File: src/rtl/mc_pkg.sv
// Shared encodings for the multicycle control unit: opcodes, ALU selects,
// FSM state encoding and the packed control word.
package mc_pkg;

    // Opcode class prefixes (opcode[5:4]) and full opcodes
    localparam logic [1:0] OPC_R    = 2'b00;
    localparam logic [1:0] OPC_I    = 2'b01;
    localparam logic [5:0] OP_LW    = 6'b100000;
    localparam logic [5:0] OP_SW    = 6'b100001;
    localparam logic [5:0] OP_BEQ   = 6'b110000;
    localparam logic [5:0] OP_BNE   = 6'b110001;
    localparam logic [5:0] OP_JMP   = 6'b110010;

    localparam logic [3:0] ALU_ADD  = 4'b0010;
    localparam logic [3:0] ALU_SUB  = 4'b0110;

    localparam logic [1:0] SRCB_B   = 2'b00;
    localparam logic [1:0] SRCB_ONE = 2'b01;
    localparam logic [1:0] SRCB_IMM = 2'b10;

    typedef enum logic [3:0] {
        ST_FETCH    = 4'd0,
        ST_DECODE   = 4'd1,
        ST_EXEC_R   = 4'd2,
        ST_WB_R     = 4'd3,
        ST_EXEC_I   = 4'd4,
        ST_WB_I     = 4'd5,
        ST_MEM_ADDR = 4'd6,
        ST_MEM_RD   = 4'd7,
        ST_MEM_WB   = 4'd8,
        ST_MEM_WR   = 4'd9,
        ST_BRANCH   = 4'd10,
        ST_JUMP     = 4'd11,
        ST_TRAP     = 4'd12
    } state_t;

    typedef struct packed {
        logic       pc_write;
        logic       pc_write_cond;
        logic       iord;
        logic       ir_write;
        logic       mem_write;
        logic       mem_to_reg;
        logic       reg_write;
        logic       reg_dst;
        logic       alu_src_a;
        logic [1:0] alu_src_b;
        logic [3:0] alu_op;
        logic       pc_src;
        logic       beq_sel;
        logic       illegal;
    } ctrl_t;

    // First execution state for a freshly decoded opcode; unknown opcodes trap.
    function automatic state_t dispatch(input logic [5:0] op);
        state_t nxt;
        if (op[5:4] == OPC_R)                   nxt = ST_EXEC_R;
        else if (op[5:4] == OPC_I)              nxt = ST_EXEC_I;
        else if (op == OP_LW || op == OP_SW)    nxt = ST_MEM_ADDR;
        else if (op == OP_BEQ || op == OP_BNE)  nxt = ST_BRANCH;
        else if (op == OP_JMP)                  nxt = ST_JUMP;
        else                                    nxt = ST_TRAP;
        return nxt;
    endfunction

endpackage

File: src/rtl/mc_control_unit_if.sv
// Control-unit <-> datapath bundle: opcode/run toward the FSM, control word back.
interface mc_control_unit_if #(
    parameter int CNT_W = 32
);
    logic             run;
    logic [5:0]       opcode;
    logic             pc_write;
    logic             pc_write_cond;
    logic             iord;
    logic             ir_write;
    logic             mem_write;
    logic             mem_to_reg;
    logic             reg_write;
    logic             reg_dst;
    logic             alu_src_a;
    logic [1:0]       alu_src_b;
    logic [3:0]       alu_op;
    logic             pc_src;
    logic             beq_sel;
    logic             illegal;
    logic [3:0]       state_dbg;
    logic [CNT_W-1:0] instr_count;

    modport master (
        input  run, opcode,
        output pc_write, pc_write_cond, iord, ir_write, mem_write, mem_to_reg,
               reg_write, reg_dst, alu_src_a, alu_src_b, alu_op, pc_src,
               beq_sel, illegal, state_dbg, instr_count
    );

    modport slave (
        output run, opcode,
        input  pc_write, pc_write_cond, iord, ir_write, mem_write, mem_to_reg,
               reg_write, reg_dst, alu_src_a, alu_src_b, alu_op, pc_src,
               beq_sel, illegal, state_dbg, instr_count
    );
endinterface

File: src/rtl/mc_ctrl_decode.sv
// Combinational map from FSM state (plus latched ALU function) to the control word.
module mc_ctrl_decode
    import mc_pkg::*;
(
    input  state_t     state_i,
    input  logic [3:0] alu_fn_i,
    input  logic       run_i,
    output ctrl_t      ctrl_o
);

    always_comb begin
        // NOTE: every field gets a default before the case so no path leaves
        // an output unassigned, which would otherwise infer a latch.
        ctrl_o = '0;
        case (state_i)
            ST_FETCH: begin
                if (run_i) begin
                    ctrl_o.ir_write  = 1'b1;
                    ctrl_o.alu_src_b = SRCB_ONE;
                    ctrl_o.alu_op    = ALU_ADD;
                    ctrl_o.pc_write  = 1'b1;
                end
            end
            ST_EXEC_R: begin
                ctrl_o.alu_src_a = 1'b1;
                ctrl_o.alu_src_b = SRCB_B;
                ctrl_o.alu_op    = alu_fn_i;
            end
            ST_WB_R: begin
                ctrl_o.reg_dst   = 1'b1;
                ctrl_o.reg_write = 1'b1;
            end
            ST_EXEC_I: begin
                ctrl_o.alu_src_a = 1'b1;
                ctrl_o.alu_src_b = SRCB_IMM;
                ctrl_o.alu_op    = alu_fn_i;
            end
            ST_WB_I: begin
                ctrl_o.reg_write = 1'b1;
            end
            ST_MEM_ADDR: begin
                ctrl_o.alu_src_a = 1'b1;
                ctrl_o.alu_src_b = SRCB_IMM;
                ctrl_o.alu_op    = ALU_ADD;
            end
            ST_MEM_RD: begin
                ctrl_o.iord = 1'b1;
            end
            ST_MEM_WB: begin
                ctrl_o.mem_to_reg = 1'b1;
                ctrl_o.reg_write  = 1'b1;
            end
            ST_MEM_WR: begin
                ctrl_o.iord      = 1'b1;
                ctrl_o.mem_write = 1'b1;
            end
            ST_BRANCH: begin
                // BEQ/BNE differ only in opcode bit 0, which picks the flag sense
                ctrl_o.alu_src_a     = 1'b1;
                ctrl_o.alu_src_b     = SRCB_B;
                ctrl_o.alu_op        = ALU_SUB;
                ctrl_o.pc_write_cond = 1'b1;
                ctrl_o.beq_sel       = alu_fn_i[0];
            end
            ST_JUMP: begin
                ctrl_o.pc_src   = 1'b1;
                ctrl_o.pc_write = 1'b1;
            end
            ST_TRAP: begin
                ctrl_o.illegal = 1'b1;
            end
            default: ;
        endcase
    end

endmodule

File: src/rtl/mc_control_unit.sv
// Multicycle CPU control FSM: state register, opcode latch, retired-instruction
// counter; the control word is decoded from the registered state.
module mc_control_unit
    import mc_pkg::*;
#(
    parameter int CNT_W = 32
) (
    input  logic              clk,
    input  logic              reset,
    mc_control_unit_if.master bus
);

    state_t           state_q, state_d;
    logic [5:0]       opcode_q, opcode_d;
    logic [CNT_W-1:0] count_q, count_d;
    logic             retire;
    ctrl_t            ctrl_raw, ctrl;

    always_comb begin
        state_d = state_q;
        case (state_q)
            ST_FETCH:    if (bus.run) state_d = ST_DECODE;
            ST_DECODE:   state_d = dispatch(bus.opcode);
            ST_EXEC_R:   state_d = ST_WB_R;
            ST_EXEC_I:   state_d = ST_WB_I;
            ST_MEM_ADDR: state_d = (opcode_q == OP_SW) ? ST_MEM_WR : ST_MEM_RD;
            ST_MEM_RD:   state_d = ST_MEM_WB;
            ST_WB_R, ST_WB_I, ST_MEM_WB, ST_MEM_WR,
            ST_BRANCH, ST_JUMP:
                         state_d = ST_FETCH;
            ST_TRAP:     state_d = ST_TRAP;
            default:     state_d = ST_FETCH;
        endcase
    end

    always_comb begin
        retire = (state_q == ST_WB_R)   || (state_q == ST_WB_I)   ||
                 (state_q == ST_MEM_WB) || (state_q == ST_MEM_WR) ||
                 (state_q == ST_BRANCH) || (state_q == ST_JUMP);
        opcode_d = (state_q == ST_DECODE) ? bus.opcode : opcode_q;
        count_d  = retire ? count_q + CNT_W'(1) : count_q;
    end

    // NOTE: sequential state uses non-blocking assignments so every register
    // samples its pre-edge value regardless of statement order.
    always_ff @(posedge clk) begin
        if (reset) begin
            state_q  <= ST_FETCH;
            opcode_q <= '0;
            count_q  <= '0;
        end else begin
            state_q  <= state_d;
            opcode_q <= opcode_d;
            count_q  <= count_d;
        end
    end

    mc_ctrl_decode u_decode (
        .state_i  (state_q),
        .alu_fn_i (opcode_q[3:0]),
        .run_i    (bus.run),
        .ctrl_o   (ctrl_raw)
    );

    // An instruction interrupted by reset must not fire a strobe in that cycle
    always_comb begin
        ctrl = ctrl_raw;
        if (reset) ctrl = '0;
    end

    assign bus.pc_write      = ctrl.pc_write;
    assign bus.pc_write_cond = ctrl.pc_write_cond;
    assign bus.iord          = ctrl.iord;
    assign bus.ir_write      = ctrl.ir_write;
    assign bus.mem_write     = ctrl.mem_write;
    assign bus.mem_to_reg    = ctrl.mem_to_reg;
    assign bus.reg_write     = ctrl.reg_write;
    assign bus.reg_dst       = ctrl.reg_dst;
    assign bus.alu_src_a     = ctrl.alu_src_a;
    assign bus.alu_src_b     = ctrl.alu_src_b;
    assign bus.alu_op        = ctrl.alu_op;
    assign bus.pc_src        = ctrl.pc_src;
    assign bus.beq_sel       = ctrl.beq_sel;
    assign bus.illegal       = ctrl.illegal;
    assign bus.state_dbg     = state_q;
    assign bus.instr_count   = count_q;

endmodule

File: src/flat_wrapper.sv
// flat-port wrapper written by rule: the top's interface ports become plain ports
module mc_control_unit_flat import mc_pkg::*;
#(
    parameter int CNT_W = 32
)
  (clk, reset, bus_run, bus_opcode, bus_pc_write, bus_pc_write_cond, bus_iord, bus_ir_write, bus_mem_write, bus_mem_to_reg, bus_reg_write, bus_reg_dst, bus_alu_src_a, bus_alu_src_b, bus_alu_op, bus_pc_src, bus_beq_sel, bus_illegal, bus_state_dbg, bus_instr_count);
  mc_control_unit_if #(.CNT_W(CNT_W)) bus_i ();
  input  logic clk;
  input  logic reset;
  input wire logic [$bits(bus_i.run)-1:0] bus_run;
  input wire logic [$bits(bus_i.opcode)-1:0] bus_opcode;
  output wire logic [$bits(bus_i.pc_write)-1:0] bus_pc_write;
  output wire logic [$bits(bus_i.pc_write_cond)-1:0] bus_pc_write_cond;
  output wire logic [$bits(bus_i.iord)-1:0] bus_iord;
  output wire logic [$bits(bus_i.ir_write)-1:0] bus_ir_write;
  output wire logic [$bits(bus_i.mem_write)-1:0] bus_mem_write;
  output wire logic [$bits(bus_i.mem_to_reg)-1:0] bus_mem_to_reg;
  output wire logic [$bits(bus_i.reg_write)-1:0] bus_reg_write;
  output wire logic [$bits(bus_i.reg_dst)-1:0] bus_reg_dst;
  output wire logic [$bits(bus_i.alu_src_a)-1:0] bus_alu_src_a;
  output wire logic [$bits(bus_i.alu_src_b)-1:0] bus_alu_src_b;
  output wire logic [$bits(bus_i.alu_op)-1:0] bus_alu_op;
  output wire logic [$bits(bus_i.pc_src)-1:0] bus_pc_src;
  output wire logic [$bits(bus_i.beq_sel)-1:0] bus_beq_sel;
  output wire logic [$bits(bus_i.illegal)-1:0] bus_illegal;
  output wire logic [$bits(bus_i.state_dbg)-1:0] bus_state_dbg;
  output wire logic [$bits(bus_i.instr_count)-1:0] bus_instr_count;
  assign bus_i.run = bus_run;
  assign bus_i.opcode = bus_opcode;
  assign bus_pc_write = bus_i.pc_write;
  assign bus_pc_write_cond = bus_i.pc_write_cond;
  assign bus_iord = bus_i.iord;
  assign bus_ir_write = bus_i.ir_write;
  assign bus_mem_write = bus_i.mem_write;
  assign bus_mem_to_reg = bus_i.mem_to_reg;
  assign bus_reg_write = bus_i.reg_write;
  assign bus_reg_dst = bus_i.reg_dst;
  assign bus_alu_src_a = bus_i.alu_src_a;
  assign bus_alu_src_b = bus_i.alu_src_b;
  assign bus_alu_op = bus_i.alu_op;
  assign bus_pc_src = bus_i.pc_src;
  assign bus_beq_sel = bus_i.beq_sel;
  assign bus_illegal = bus_i.illegal;
  assign bus_state_dbg = bus_i.state_dbg;
  assign bus_instr_count = bus_i.instr_count;
  mc_control_unit #(.CNT_W(CNT_W)) u_core (.clk(clk), .reset(reset), .bus(bus_i));
endmodule
File: config.mk
export PLATFORM = sky130hd
export DESIGN_NAME = mc_control_unit_flat
export DESIGN_NICKNAME = d
export VERILOG_FILES = /design/src/rtl/mc_pkg.sv /design/src/rtl/mc_control_unit_if.sv /design/src/rtl/mc_ctrl_decode.sv /design/src/rtl/mc_control_unit.sv /design/src/flat_wrapper.sv
export SDC_FILE = /design/constraint.sdc
export NUM_CORES = 1
export LEC_CHECK = 0
export CAP_MARGIN = 20
export CORE_ASPECT_RATIO = 1.75
export CORE_MARGIN = 1.5
export CORE_UTILIZATION = 49
export DETAILED_ROUTE_END_ITERATION = 8
export PLACE_DENSITY = 0.8
export SLEW_MARGIN = 20
export SYNTH_ARGS = -nofsm -noshare
export SYNTH_HDL_FRONTEND = slang
export SYNTH_SLANG_ARGS = --single-unit
File: constraint.sdc
create_clock -name clk -period 1.9 [get_ports clk]
set_clock_uncertainty 0.05 [all_clocks]
set_input_delay 0.38 -clock clk [delete_from_list [all_inputs] [get_ports clk]]
set_output_delay 0.38 -clock clk [all_outputs]
set_load 0.05 [all_outputs]
==> impl_metrics.yaml, run 1 <==
status:
  status: "complete, but fails checks"
  violations: "setup timing"
floorplan:
  boundaryPins: 63
  dieArea_um2: 5607
  die-width_um: 57.25
  core-area_um2: 4977
  fp.dieH_um: 97.94
  initial_core_util: 0.5070
  rows: 34
final_layout:
  antenna_cells: 0
  final_common_cell: "buf_4"
  final_nets: 411
  stdcell_area_um2: 4285
  drive_above_1_share: 0.5299
  multiInputGateArea_um2: 1932
  final_cell_mix: "73 x buf_4, 28 x nor2_1, 22 x buf_12"
  syn_to_final_growth_pct: 69.81
  seqCellArea_um2: 899.6
  num-fill-cells: 261
critical_path:
  cp_data_required_time_ns: 1.47
  critical_path_peak_fanout: 3
  cp-end-kind: "output port"
  criticalPathCategory: "reg2out"
  critPathLaunchType: "register"
  slowest_delay_ns: 0.36
  slowest_stage: "dfxtp_4"
  cp_cell_sequence: "buf_6 -> clkinvlp_4 -> and3_1 -> a21oi_1 -> nor3_4 -> buf_12"
  arrival_ns: 1.65
cts:
  clk_path_buf_depth: 2
  cts.clk_slew.worst_paths_ns: 0.09
  cts_tree: "yes"
  htreeDepth: 2
  numCtsBuffers: 5
  insertion_delay_ns: 0.31
  clock-sinks: 42
  cts_root_buffer: "clkbuf_8"
detailed_routing:
  first_pass_iters: 4
  via_per_inst: 6.147
  antenna_left: 0
  vias: 2803
  drt_iter0_markers: 203
  drc: 0
  routedWlPerCell_um: 20.47
  drt-total-wl_um: 9334
global_route:
  grt_max_degree: 35
  grt_pass1_wl_um: 13050
  grt_pass1_vias: 2712
  antenna_found_initial: 0
  grt_overflow: 0
  grt_use_total: 0.2972
pwr:
  p_total_mw: 2.232
  netSwitchingPower_uw: 744.7
  peakVddDrop_mv: 0.6261
  p_sw_frac: 0.3337
  p_seq_frac: 0.417
  power_frac_clock: 0.279
  p_leak_nw: 1.831
  power_density_nw_per_um2: 520.8
  p_int_mw: 1.487
  power_frac_comb: 0.304
timing:
  post-route-period-util: 1.096
  setup_slack_ns: -0.1817
  finalCriticalPeriod_ns: 2.082
  setup_viol: 16
  hold_slack_ns: 0.4362
  tns_ns: -1.241
  fmax_ghz: 0.4804
  rsz0062_at_grt: "yes"
  worstMarginPinSlew_ns: 0.5574
  slew_viol_final: 0
  hold_viol: 0
  slew_headroom: 0.6234
placed_design:
  dp_slack_ns: 0.02632
  port_buffers: 62
  dp.final_hpwl_um: 5450
  gp_congestion: 0.7941
  placed_cell_area_um2: 3671
yosys:
  synth-seq-cells: 42
  yosysSeqAreaShare: 0.3332
  avgSynthCellArea_um2: 8.497
  synthFlopType: "dfxtp_1"
  synth_fp_nets: 307
  synth-edff-count: 0
  synth.distinct_cells: 54
  ys_warn_count: 0
  async_reset_ff_frac: 0
  syn-cell-area_um2: 2524
  syn-instance-count: 297
flow_run:
  drv_cap: 0
worst_hold_path:
  hold_class: "reg2reg"
-- state kept, by name, summed over array words and instances, names as in the netlist --
register and cells:
u_core.bus.instr_count 32, u_core.bus.state_dbg 4, u_core.opcode_q 6
-- power groups by stage --
stage / logic (mW) / registers (mW) / clock network (mW)
after global placement: 0.509 / 0.950 / 0
after floorplan: 0.310 / 0.970 / 0
after CTS: 0.587 / 0.926 / 0.622
after global routing: 0.702 / 0.933 / 0.658
after detailed placement: 0.517 / 0.951 / 0
final: 0.678 / 0.931 / 0.623
-- metrics by stage --
stage,cells,utilization
after floorplan,297,-
after global placement,427,0.7376
after detailed placement,427,0.7376
after CTS,450,0.8029
after global routing,456,0.8610
final,456,0.8610
-- synthesized netlist by cell type, drive strengths merged (4+ instances only) --
cell type	n	area [um^2]
nand2	16	62.56
nor2	32	120.1
o21ai	5	25.02
inv	6	22.52
nand4	10	90.08
or4	11	82.58
o31ai	12	95.09
and4	5	48.80
clkbuf	10	37.54
mux2i	8	80.08
buf	10	78.81
a21oi	21	105.1
nor4	11	81.32
or3	5	31.28
nand2b	5	31.28
dfxtp	42	840.8
xor2	4	35.03
nand3	10	50.05
and3	8	50.05
nor4b	4	41.29
nor2b	13	81.33
nor3	9	56.31
and2	5	31.28
mux2	12	135.1
-- layout make-up --
class | count | share of cell area
sequential | 42 | 0.2099
clock buffer | 6 | 0.01927
inverter | 6 | 0.006131
timing repair buffer | 117 | 0.2952
clock inverter | 2 | 0.002920
tap | 54 | 0.01577
multi-input combinational | 229 | 0.4508
-- cells by family (layout without fill, tap and decap cells) --
| kind of cell | Yosys count | after routing | synth area share |
|---|---|---|---|
| XOR/XNOR | 5 | 5 | 0.01735 |
| AO/OA/AOI/OAI | 50 | 50 | 0.1314 |
| flip-flops | 42 | 42 | 0.3332 |
| buffers and inverters | 26 | 131 | 0.05503 |
| multiplexers | 20 | 20 | 0.08528 |
| AND/OR/NAND/NOR | 153 | 153 | 0.3728 |
| adder cells (fa/ha/maj) | 1 | 1 | 0.004957 |
-- metal layers --
metal / part of all wire / global-route usage / vias to the layer above
met5: 0 / 0 / -
met4: 0.051 / 0.1825 / 0
met3: 0.034 / 0.03046 / 33
met2: 0.58 / 0.5774 / 100
met1: 0.33 / 0.2804 / 1366
li1: - / - / 1304
-- critical path: cells and delay by family (launching register included) --
kind                   cells  cell delay, ns
buffers and inverters      3            0.42
flip-flops                 1            0.36
AO/OA/AOI/OAI              1            0.33
AND/OR/NAND/NOR            2            0.25
-- timing repair --
action | in CTS | in global routing
pin swaps | 11 | 18
hold buffers | 0 | 0
setup buffers | 15 | 4
resized for setup | 22 | 38
endpoints found under the hold margin | 0 | 0
gates cloned | 0 | 2
endpoints found under the setup margin | 16 | 41
-- final timing paths --
check                                                from                                      end  slack, ns  depth (start not counted)
setup reg to reg     u_core.bus.state_dbg[3]$_SDFFE_PP0P_  u_core.bus.instr_count[21]$_SDFFE_PP0P_          0                          6
hold reg to reg   u_core.bus.instr_count[20]$_SDFFE_PP0P_  u_core.bus.instr_count[20]$_SDFFE_PP0P_       0.44                          2
hold / removal    u_core.bus.instr_count[20]$_SDFFE_PP0P_  u_core.bus.instr_count[20]$_SDFFE_PP0P_       0.44                          2
setup / recovery     u_core.bus.state_dbg[3]$_SDFFE_PP0P_                                 bus_iord      -0.18                          6
No activity file was read; power rests on OpenSTA's default activity.
==> run 2: changes to the inputs <==
--- a/config.mk
+++ b/config.mk
@@ -5,7 +5,7 @@
 export SDC_FILE = /design/constraint.sdc
 export NUM_CORES = 1
 export LEC_CHECK = 0
-export CAP_MARGIN = 20
+export CAP_MARGIN = 30
 export CORE_ASPECT_RATIO = 1.75
 export CORE_MARGIN = 1.5
 export CORE_UTILIZATION = 49
==> results of run 2 <==
Same layout as run 1: the final DEF is identical, and so are final timing and power.
